[config.mk]
export PLATFORM = sky130hd
export DESIGN_NAME = cordic_phase_sequencer
export DESIGN_NICKNAME = d
export VERILOG_FILES = /design/src/rtl/qam_pkg.sv /design/src/rtl/phase_fold.sv /design/src/rtl/cordic_phase_sequencer.sv
export SDC_FILE = /design/constraint.sdc
export NUM_CORES = 1
export LEC_CHECK = 0
export BUFFER_PORTS_ARGS = -buffer_cell sky130_fd_sc_hd__buf_4
export CAP_MARGIN = 20
export CORE_ASPECT_RATIO = 0.8
export CORE_UTILIZATION = 50
export CTS_CLUSTER_DIAMETER = 80
export DETAILED_ROUTE_END_ITERATION = 10
export HOLD_SLACK_MARGIN = 0.02
export PLACE_DENSITY = 0.72
export SETUP_SLACK_MARGIN = 0.02
export SLEW_MARGIN = 10
export SYNTH_ARGS = -nofsm -noshare
export SYNTH_HDL_FRONTEND = slang
export SYNTH_SLANG_ARGS = --single-unit
[constraint.sdc]
create_clock -name inp_clk -period 10.75 [get_ports inp_clk]
set_input_delay 2.15 -clock inp_clk [delete_from_list [all_inputs] [get_ports inp_clk]]
set_output_delay 2.15 -clock inp_clk [all_outputs]
set_load 0.01 [all_outputs]
[src/rtl/qam_pkg.sv]
// Shared constants for the QAM carrier path (sequencer, CORDIC, mixer).
// Holds the CORDIC angle format, pi/2 in that format, the iteration count
// at which CORDIC results are final, and the sequencer FSM encoding.
package qam_pkg;

  localparam int QAM_ANGLE_W    = 12;    // signed Q2.10 radians
  localparam int QAM_ANGLE_FRAC = 10;
  localparam int QAM_PI_HALF    = 1608;  // pi/2 * 2^10, rounded
  localparam int QAM_ITER_DONE  = 15;

  typedef enum logic [2:0] {
    ST_IDLE    = 3'd0,
    ST_LOAD    = 3'd1,
    ST_ARM     = 3'd2,
    ST_WAIT    = 3'd3,
    ST_CAPTURE = 3'd4
  } seq_state_t;

endpackage

[src/rtl/phase_fold.sv]
// Combinational fold and scale of a full-circle phase into the CORDIC
// convergence range [-pi/2, pi/2).
// Ports:
//   i_phase : unsigned phase, full circle = 2^PHASE_W
//   o_angle : signed Q2.10 CORDIC input angle
//   o_fold  : 1 when the phase was shifted by pi (results must be negated)
module phase_fold
  import qam_pkg::*;
#(
  parameter int PHASE_W = 16,
  parameter int PI_HALF = QAM_PI_HALF
) (
  input  logic [PHASE_W-1:0]     i_phase,
  output logic [QAM_ANGLE_W-1:0] o_angle,
  output logic                   o_fold
);

  localparam int PROD_W = PHASE_W + QAM_ANGLE_W;
  localparam logic signed [PROD_W-1:0] PI_HALF_S = PROD_W'(PI_HALF);

  logic                      w_fold;
  logic signed [PHASE_W-1:0] w_a;
  logic signed [PROD_W-1:0]  w_prod;

  always_comb begin
    // Quadrants 1 and 2 (top bits 01/10) lie outside +-pi/2; flipping the
    // MSB subtracts pi and lands them back inside.
    w_fold  = i_phase[PHASE_W-1] ^ i_phase[PHASE_W-2];
    w_a     = $signed({i_phase[PHASE_W-1] ^ w_fold, i_phase[PHASE_W-2:0]});
    w_prod  = PROD_W'(w_a) * PI_HALF_S;
    // Quarter circle (2^(PHASE_W-2)) maps to PI_HALF; arithmetic shift
    // floors toward -inf.
    o_angle = QAM_ANGLE_W'(w_prod >>> (PHASE_W - 2));
    o_fold  = w_fold;
  end

endmodule

[src/rtl/cordic_phase_sequencer.sv]
// Upstream controller for the iterative CORDIC sin/cos block. Keeps a
// full-circle phase accumulator, folds each phase into the CORDIC range,
// runs the initialize/wait handshake and unfolds the result into a
// registered carrier sample.
// Ports:
//   inp_clk, reset          : clock, synchronous active-high reset
//   enable                  : run back-to-back conversions while high
//   phase_inc               : phase step, added after each capture
//   initialize, inputangle  : CORDIC start pulse and Q2.10 angle
//   cordic_iter             : CORDIC iteration counter
//   cordic_cos, cordic_sin  : CORDIC results (Q2.10)
//   cos_out, sin_out        : unfolded carrier sample
//   out_valid               : one-cycle pulse per new sample
//   busy, err               : not-idle flag, sticky timeout flag
module cordic_phase_sequencer
  import qam_pkg::*;
#(
  parameter int PHASE_W   = 16,
  parameter int PI_HALF   = QAM_PI_HALF,
  parameter int ITER_DONE = QAM_ITER_DONE,
  parameter int TIMEOUT   = 31
) (
  input  logic                   inp_clk,
  input  logic                   reset,
  input  logic                   enable,
  input  logic [PHASE_W-1:0]     phase_inc,
  output logic                   initialize,
  output logic [QAM_ANGLE_W-1:0] inputangle,
  input  logic [3:0]             cordic_iter,
  input  logic [QAM_ANGLE_W-1:0] cordic_cos,
  input  logic [QAM_ANGLE_W-1:0] cordic_sin,
  output logic [QAM_ANGLE_W-1:0] cos_out,
  output logic [QAM_ANGLE_W-1:0] sin_out,
  output logic                   out_valid,
  output logic                   busy,
  output logic                   err
);

  localparam int WAIT_W = $clog2(TIMEOUT + 1);

  seq_state_t                     r_state, w_next;
  logic [PHASE_W-1:0]             r_phase, w_phase_next;
  logic [WAIT_W-1:0]              r_wait;
  logic signed [QAM_ANGLE_W-1:0]  r_angle, r_cos, r_sin;
  logic                           r_fold, r_valid, r_err;
  logic [QAM_ANGLE_W-1:0]         w_angle;
  logic                           w_fold, w_done, w_timeout;

  // Negate when folded; -2048 has no positive twin so it clips to 2047.
  function automatic logic signed [QAM_ANGLE_W-1:0] unfold_sat(
    input logic signed [QAM_ANGLE_W-1:0] x,
    input logic                          neg
  );
    if (!neg)
      return x;
    if (x == {1'b1, {(QAM_ANGLE_W-1){1'b0}}})
      return {1'b0, {(QAM_ANGLE_W-1){1'b1}}};
    return -x;
  endfunction

  // The angle is computed from the phase that will be current in LOAD, so
  // it is already on inputangle while initialize is high.
  phase_fold #(
    .PHASE_W (PHASE_W),
    .PI_HALF (PI_HALF)
  ) u_fold (
    .i_phase (w_phase_next),
    .o_angle (w_angle),
    .o_fold  (w_fold)
  );

  assign w_done    = (cordic_iter == 4'(ITER_DONE));
  assign w_timeout = (r_wait == WAIT_W'(TIMEOUT - 1));

  always_comb begin
    w_next       = r_state;
    w_phase_next = r_phase;
    case (r_state)
      ST_IDLE:    if (enable) w_next = ST_LOAD;
      ST_LOAD:    w_next = ST_ARM;
      // cordic_iter may still show the previous run's done value here.
      ST_ARM:     w_next = ST_WAIT;
      ST_WAIT: begin
        if (w_done)         w_next = ST_CAPTURE;
        else if (w_timeout) w_next = ST_LOAD;
      end
      ST_CAPTURE: begin
        w_phase_next = r_phase + phase_inc;
        w_next       = enable ? ST_LOAD : ST_IDLE;
      end
      default:    w_next = ST_IDLE;
    endcase
  end

  always_ff @(posedge inp_clk) begin
    if (reset) begin
      r_state <= ST_IDLE;
      r_phase <= '0;
      r_wait  <= '0;
      r_angle <= '0;
      r_fold  <= 1'b0;
      r_cos   <= '0;
      r_sin   <= '0;
      r_valid <= 1'b0;
      r_err   <= 1'b0;
    end else begin
      r_state <= w_next;
      r_phase <= w_phase_next;
      r_valid <= (r_state == ST_CAPTURE);
      if (r_state == ST_ARM)
        r_wait <= '0;
      else if (r_state == ST_WAIT)
        r_wait <= r_wait + 1'b1;
      if (w_next == ST_LOAD) begin
        r_angle <= $signed(w_angle);
        r_fold  <= w_fold;
      end
      if (r_state == ST_WAIT && !w_done && w_timeout)
        r_err <= 1'b1;
      // capture stage: results registered, valid next cycle
      if (r_state == ST_CAPTURE) begin
        r_cos <= unfold_sat($signed(cordic_cos), r_fold);
        r_sin <= unfold_sat($signed(cordic_sin), r_fold);
      end
    end
  end

  assign initialize = (r_state == ST_LOAD);
  assign inputangle = r_angle;
  assign cos_out    = r_cos;
  assign sin_out    = r_sin;
  assign out_valid  = r_valid;
  assign busy       = (r_state != ST_IDLE);
  assign err        = r_err;

endmodule
==> results of run 1 <==
## sequential cells by signal, indices dropped and copies added, names as in the netlist
| name | flops |
|---|---|
| err | 1 |
| out_valid | 1 |
| r_phase | 16 |
| cos_out | 12 |
| r_state | 3 |
| sin_out | 12 |
| r_wait | 5 |
| r_fold | 1 |
| inputangle | 12 |
## stage by stage
step           utilization, %  instances  power [mW]  hold slack, ns  instance area (sq um)
4_1_cts                  61.7        843       0.597           0.452                   6340
6_report                 61.7        843       0.591           0.450                   6340
5_1_grt                  61.7        843       0.614           0.484                   6340
3_5_place_dp             59.0        831       0.316           0.447                   6070
3_3_place_gp             59.0        831       0.314           0.442                   6070
2_1_floorplan               -        623       0.287           0.462                   5310
## final cells by class
cell class                      instances  area [sq um]
Sequential cell                        63          1260
Clock buffer                           10           239
Timing Repair Buffer                   89           668
Multi-Input combinational cell        485          3760
Inverter                               54           203
Clock inverter                          2          35.0
Tap cell                              140           175
Fill cell                             913          3940
## cells in the final DEF, fill, tap and decap left out, types with 4 or more instances in the layout
master	Yosys	layout
a211oi_1	22	22
nand3_1	6	6
a21oi_1	41	41
mux2i_1	6	6
fa_1	17	17
dfxtp_1	63	63
buf_4	0	89
xor2_1	29	29
o21ai_0	19	19
ha_1	78	78
nor3_1	8	8
a21o_1	15	15
nor4_1	4	4
nand2b_1	13	13
nor2b_1	12	12
nor3b_1	4	4
nand4_1	6	6
inv_1	54	54
o31ai_1	6	6
nand2_1	45	45
clkbuf_16	0	9
xnor2_1	26	26
nor2_1	71	71
## critical path: cells and delay by family
family / cells / cell delay (ns)
adders and majority gates: 7 / 2.28
buffers and inverters: 5 / 0.49
AOI/OAI and AO/OA: 10 / 2.26
and+or+nand+nor: 4 / 0.56
xor gates and xnor gates: 3 / 0.57
## metal layers
layer	vias up	GRT usage, %	share of wire (%)
met5	-	0	0
met4	0	5.27	1.0
met3	13	8.13	5.6
met2	88	35.8	44
met1	2088	31.6	49
li1	2318	-	-
## power groups by stage
stage	combinational, mW	clock (mW)	sequential, mW
after global routing	0.0780	0.294	0.242
after detailed placement	0.0699	0	0.246
final	0.0703	0.279	0.241
after global placement	0.0683	0	0.246
after CTS	0.0705	0.285	0.241
after floorplan	0.0445	0	0.243
## worst max path at each step
stage | start | end | slack, ns | depth (start not counted)
floorplan | phase_inc[0] | inputangle[11]$_SDFFE_PP0N_ | 3.10 | 28
global placement | phase_inc[0] | inputangle[11]$_SDFFE_PP0N_ | 2.58 | 29
detailed placement | phase_inc[0] | inputangle[11]$_SDFFE_PP0N_ | 2.41 | 29
CTS | phase_inc[0] | inputangle[11]$_SDFFE_PP0N_ | 2.72 | 29
global route | phase_inc[0] | inputangle[11]$_SDFFE_PP0N_ | 2.23 | 29
finish | phase_inc[0] | inputangle[11]$_SDFFE_PP0N_ | 2.69 | 29
## cells by family (layout without fill, tap and decap cells)
| family | count (synthesis) | after routing | synth area share, % |
|---|---|---|---|
| AND/OR/NAND/NOR | 188 | 188 | 17.0 |
| AO/OA/AOI/OAI | 138 | 138 | 17.9 |
| adder cells (fa/ha/maj) | 95 | 95 | 24.8 |
| buffers and inverters | 75 | 155 | 5.35 |
| flip-flops | 63 | 63 | 23.8 |
| XOR/XNOR | 57 | 57 | 9.81 |
| multiplexers | 7 | 7 | 1.34 |
==> reports/results.tsv, run 1 <==
metric	value	unit
setup repair after global routing missed its margin	false	
core area	10300	sq um
register bit total from synthesis	63	
top cells by area, synth	dfxtp_1, ha_1, fa_1, nor2_1, xor2_1	
final setup violation count	0	
ANT cells	0	
hold path depth	2	
post-route antenna net violation count	0	
most frequent cell after synthesis	ha_1	
DRC viols	0	
TritonCTS buffer count	9	
clk sinks	63	
CP endpoint kind	register	
hold path endpoint	cos_out[10]$_SDFFE_PP0P_	
Internal Dissipation	0.449	mW
Final Critical Period	8.06	ns
area leader, netlist	dfxtp_1	
clk slew on worst S/H paths	0.05	ns
post-synth cell types	62	
worst reg-to-reg path cell count	28	
full die area	11000	sq um
critical path class	in2reg	
clk_skew	0.00502	ns
number of synthesized flops with an enable pin	0	
final net count	844	
first-pass GRT wire length	19.9	mm
R2R setup slack	4.31	ns
Port Buffer Count	86	
Power per Cell Area	93.2	nW/um^2
Max Cap Violations	0	
Sw Ratio	24.0	%
relative slew slack	32.9	%
most instantiated cells after synthesis	ha_1, nor2_1, dfxtp_1, inv_1, nand2_1	
die height	94.1	um
H-Tree Depth	3	
CP max stage cell	fa_1	
HP Class	reg2reg	
hold path startpoint	cos_out[10]$_SDFFE_PP0P_	
Fin. Hold Viols	0	
clock share of power	47.2	%
initial drt markers	158	
GPL Wtd Cong	0.810	
CP Data Required Time	11.00	ns
Worst-Skew Late Latency	0.34	ns
Via density	5.35	
Syn Inst Count	623	
Seq pwr share	40.9	%
worst r2r src	r_phase[0]$_SDFF_PP0_	
Crit path arrival time	8.32	ns
vias in the first global route	4290	
Initial Util	51.6	%
Comb pwr share	11.9	%
R2R Path End	inputangle[11]$_SDFFE_PP0N_	
P_sw	0.142	mW
area of the mapped netlist	5310	sq um
row count	33	
syn nets	765	
syn_area_per_cell	8.52	sq um
pre-CTS WS	2.41	ns
yosys warns	0	
aggregate global routing overflow	0	
drt wl/cell	14.3	um
CP Launch Type	input port	
Synth-to-Final Area Change	19.5	%
DRT Pass-1 Iters	4	
CP max FO	5	
max-slew violations	0	
part of the cycle the worst path needs	75.0	%
layout cells sized above 1	16.9	%
Die X-Extent	117	um
Detailed Route WL	12.0	mm
CTS tree	yes	
cts hold-fix bufs	0	
Post-synth top flop	dfxtp_1	
Worst-Margin Slew	1.01	ns
Leakage	3.15	nW
Tot GR Track Use	23.5	%
asr flop ratio synth	0	%
VDD IR max	0.0757	mV
routed vias	4507	
Max Root-Sink Buffers	2	
delay of the slowest cell on the worst path	0.53	ns
Resized cells post-CTS	0	
io pins	87	
Fmax achieved	124	MHz
initial antenna violation count	0	
largest net degree at the start of global routing	61	
DP Wirelength	9.50	mm
PnR worst setup slack	2.69	ns
status	complete, no violations	
Setup Buffers After CTS	0	
area fraction of the dominant cell type after synthesis	23.8	%
Worst path most repeated cell	ha_1	
Clk Tree Root Cell	clkbuf_16	
setup TNS	0	ns
post-synthesis sequential area ratio	23.8	%
Power figures use the tool's default switching activity.
==> run 2: changes to the inputs <==
==> constraint.sdc (replaced) <==
create_clock -name inp_clk -period 7.5 [get_ports inp_clk]
set_input_delay 1.5 -clock inp_clk [delete_from_list [all_inputs] [get_ports inp_clk]]
set_output_delay 1.5 -clock inp_clk [all_outputs]
set_load 0.01 [all_outputs]
==> run 2 against run 1 <==
Cell count is 1.2% higher. Die area stayed put. Setup slack got worse by 2.2 ns. Worst hold slack better by 0.0099 ns. Clock-buffer cell count up 4. Sequential power up 44%. Clock skew grew 0.0011 ns. Register-to-register slack worse by 2.9 ns. First-iteration DRC count is 71% higher. Largest cell class unchanged. Largest power group unchanged. Highest routed layer unchanged.
==> reports/results.tsv, run 2 (same netlist as run 1, synthesis figures left out) <==
metric	value	unit
status	complete, no violations	
commonest non-fill, non-tap cells in the layout	buf_4, ha_1, nor2_1	
Synth-to-Final Area Change	21.3	%
Detailed Route WL	12.4	mm
vias in the first global route	4404	
final setup violation count	0	
HP Class	reg2reg	
max-slew violations	0	
hold path startpoint	inputangle[8]$_SDFFE_PP0N_	
largest net degree at the start of global routing	61	
final net count	850	
CP max FO	4	
Initial Util	51.6	%
Clk Tree Root Cell	clkbuf_16	
CP Launch Type	input port	
setup repair after global routing missed its margin	false	
Worst-Skew Late Latency	0.34	ns
Fin. Hold Viols	0	
VDD IR max	0.109	mV
clk_skew	0.00613	ns
post-route antenna net violation count	0	
Top reg by flops	r_phase	
met1 usage	31.9	%
delay of the slowest cell on the worst path	0.52	ns
Worst path most repeated cell	ha_1	
die height	94.1	um
Placed Cells	837	
Worst-Margin Slew	1.03	ns
TritonCTS buffer count	9	
io pins	87	
Final Critical Period	7.00	ns
core area	10300	sq um
worst r2r src	r_phase[0]$_SDFF_PP0_	
met3 Use GR	6.65	%
CP Data Required Time	7.76	ns
Tot GR Track Use	24.2	%
relative slew slack	31.1	%
R2R setup slack	1.41	ns
final cell count without fillers	853	
Max Cap Violations	0	
DRC viols	0	
CP max stage cell	fa_1	
GR peak layer	met2	
Fmax achieved	143	MHz
drt wl/cell	14.5	um
aggregate global routing overflow	0	
initial antenna violation count	0	
layout cells sized above 1	18.0	%
CTS tree	yes	
row count	33	
ANT cells	0	
most common cell after layout, fill and taps aside	buf_4	
full die area	11000	sq um
number of flip-flops under the largest register name	16	
Crit path arrival time	7.25	ns
setup TNS	0	ns
critical path class	in2reg	
DP Wirelength	9.62	mm
part of the cycle the worst path needs	93.3	%
met2 Use GR	38.3	%
Via density	5.36	
initial drt markers	270	
Power per Cell Area	137	nW/um^2
Die X-Extent	117	um
clk sinks	63	
H-Tree Depth	3	
Leakage	3.20	nW
clk slew on worst S/H paths	0.06	ns
routed vias	4574	
Setup Buffers After CTS	0	
DRT Pass-1 Iters	5	
Port Buffer Count	86	
GPL Wtd Cong	0.811	
Fillers	894	
Max Root-Sink Buffers	2	
CP endpoint kind	register	
launch point of the worst path	phase_inc[0]	
first-pass GRT wire length	20.5	mm
==> run 2: changes by cell type in the layout (fill, tap and decap cells not counted) <==
cell / change
clkbuf_1: +2
a21oi_2: +1
clkinvlp_4: +1
nor4_4: +1
buf_4: +6
nor4_2: -1
a21oi_1: -1
clkbuf_8: +2
clkinv_2: -1
==> run 2: timing repair <==
item                       in CTS  in global routing
setup endpoints to repair       0                  2
hold buffers                    0                  0
gates resized for setup         0                  2
==> run 2: layout make-up <==
type	count	area, sq um	share of cell area, %
flip-flops and latches	63	1260	19.6
well taps	140	175	2.72
repair buffers	95	713	11.1
clock inverters	2	37.5	0.583
inverters	54	203	3.15
clock buffers	14	274	4.26
multi-input cells	485	3770	58.6
==> run 2: final timing paths <==
| check | to | depth (start not counted) |
|---|---|---|
| max | inputangle[11]$_SDFFE_PP0N_ | 29 |
| min | inputangle[8]$_SDFFE_PP0N_ | 2 |
| max reg2reg | inputangle[11]$_SDFFE_PP0N_ | 25 |
| min reg2reg | inputangle[8]$_SDFFE_PP0N_ | 2 |
==> run 2: power by group <==
part	switching (mW)	internal [mW]	leakage, nW	total (mW)
Sequential	0.00750	0.338	0.508	0.346
Combinational	0.0541	0.0472	2.54	0.101
Clock	0.151	0.285	0.149	0.435
==> run 2: routing by layer <==
layer	share of wire (%)	vias up
met1	48	2114
li1	-	2332
met3	5.7	18
met5	0	-
met4	1.4	0
met2	45	110
==> run 2: stage by stage <==
step / hold WS, ns / area [sq um] / setup slack [ns] / power, mW / util, %
final: 0.460 / 6440 / 0.503 / 0.883 / 62.6
after global routing: 0.478 / 6440 / 0.0615 / 0.914 / 62.6
after CTS: 0.464 / 6420 / 0.418 / 0.891 / 62.5
after detailed placement: 0.452 / 6110 / 0.134 / 0.453 / 59.5
after global placement: 0.442 / 6110 / 0.261 / 0.450 / 59.5
after floorplan: 0.462 / 5310 / 0.499 / 0.412 / -
==> run 2: critical path, delay by kind of cell <==
family	cells	cell delay [ns]
simple gates	4	0.52
fa+ha+maj	7	2.15
buf+inv	5	0.40
xor+xnor	3	0.58
compound gates	10	2.10
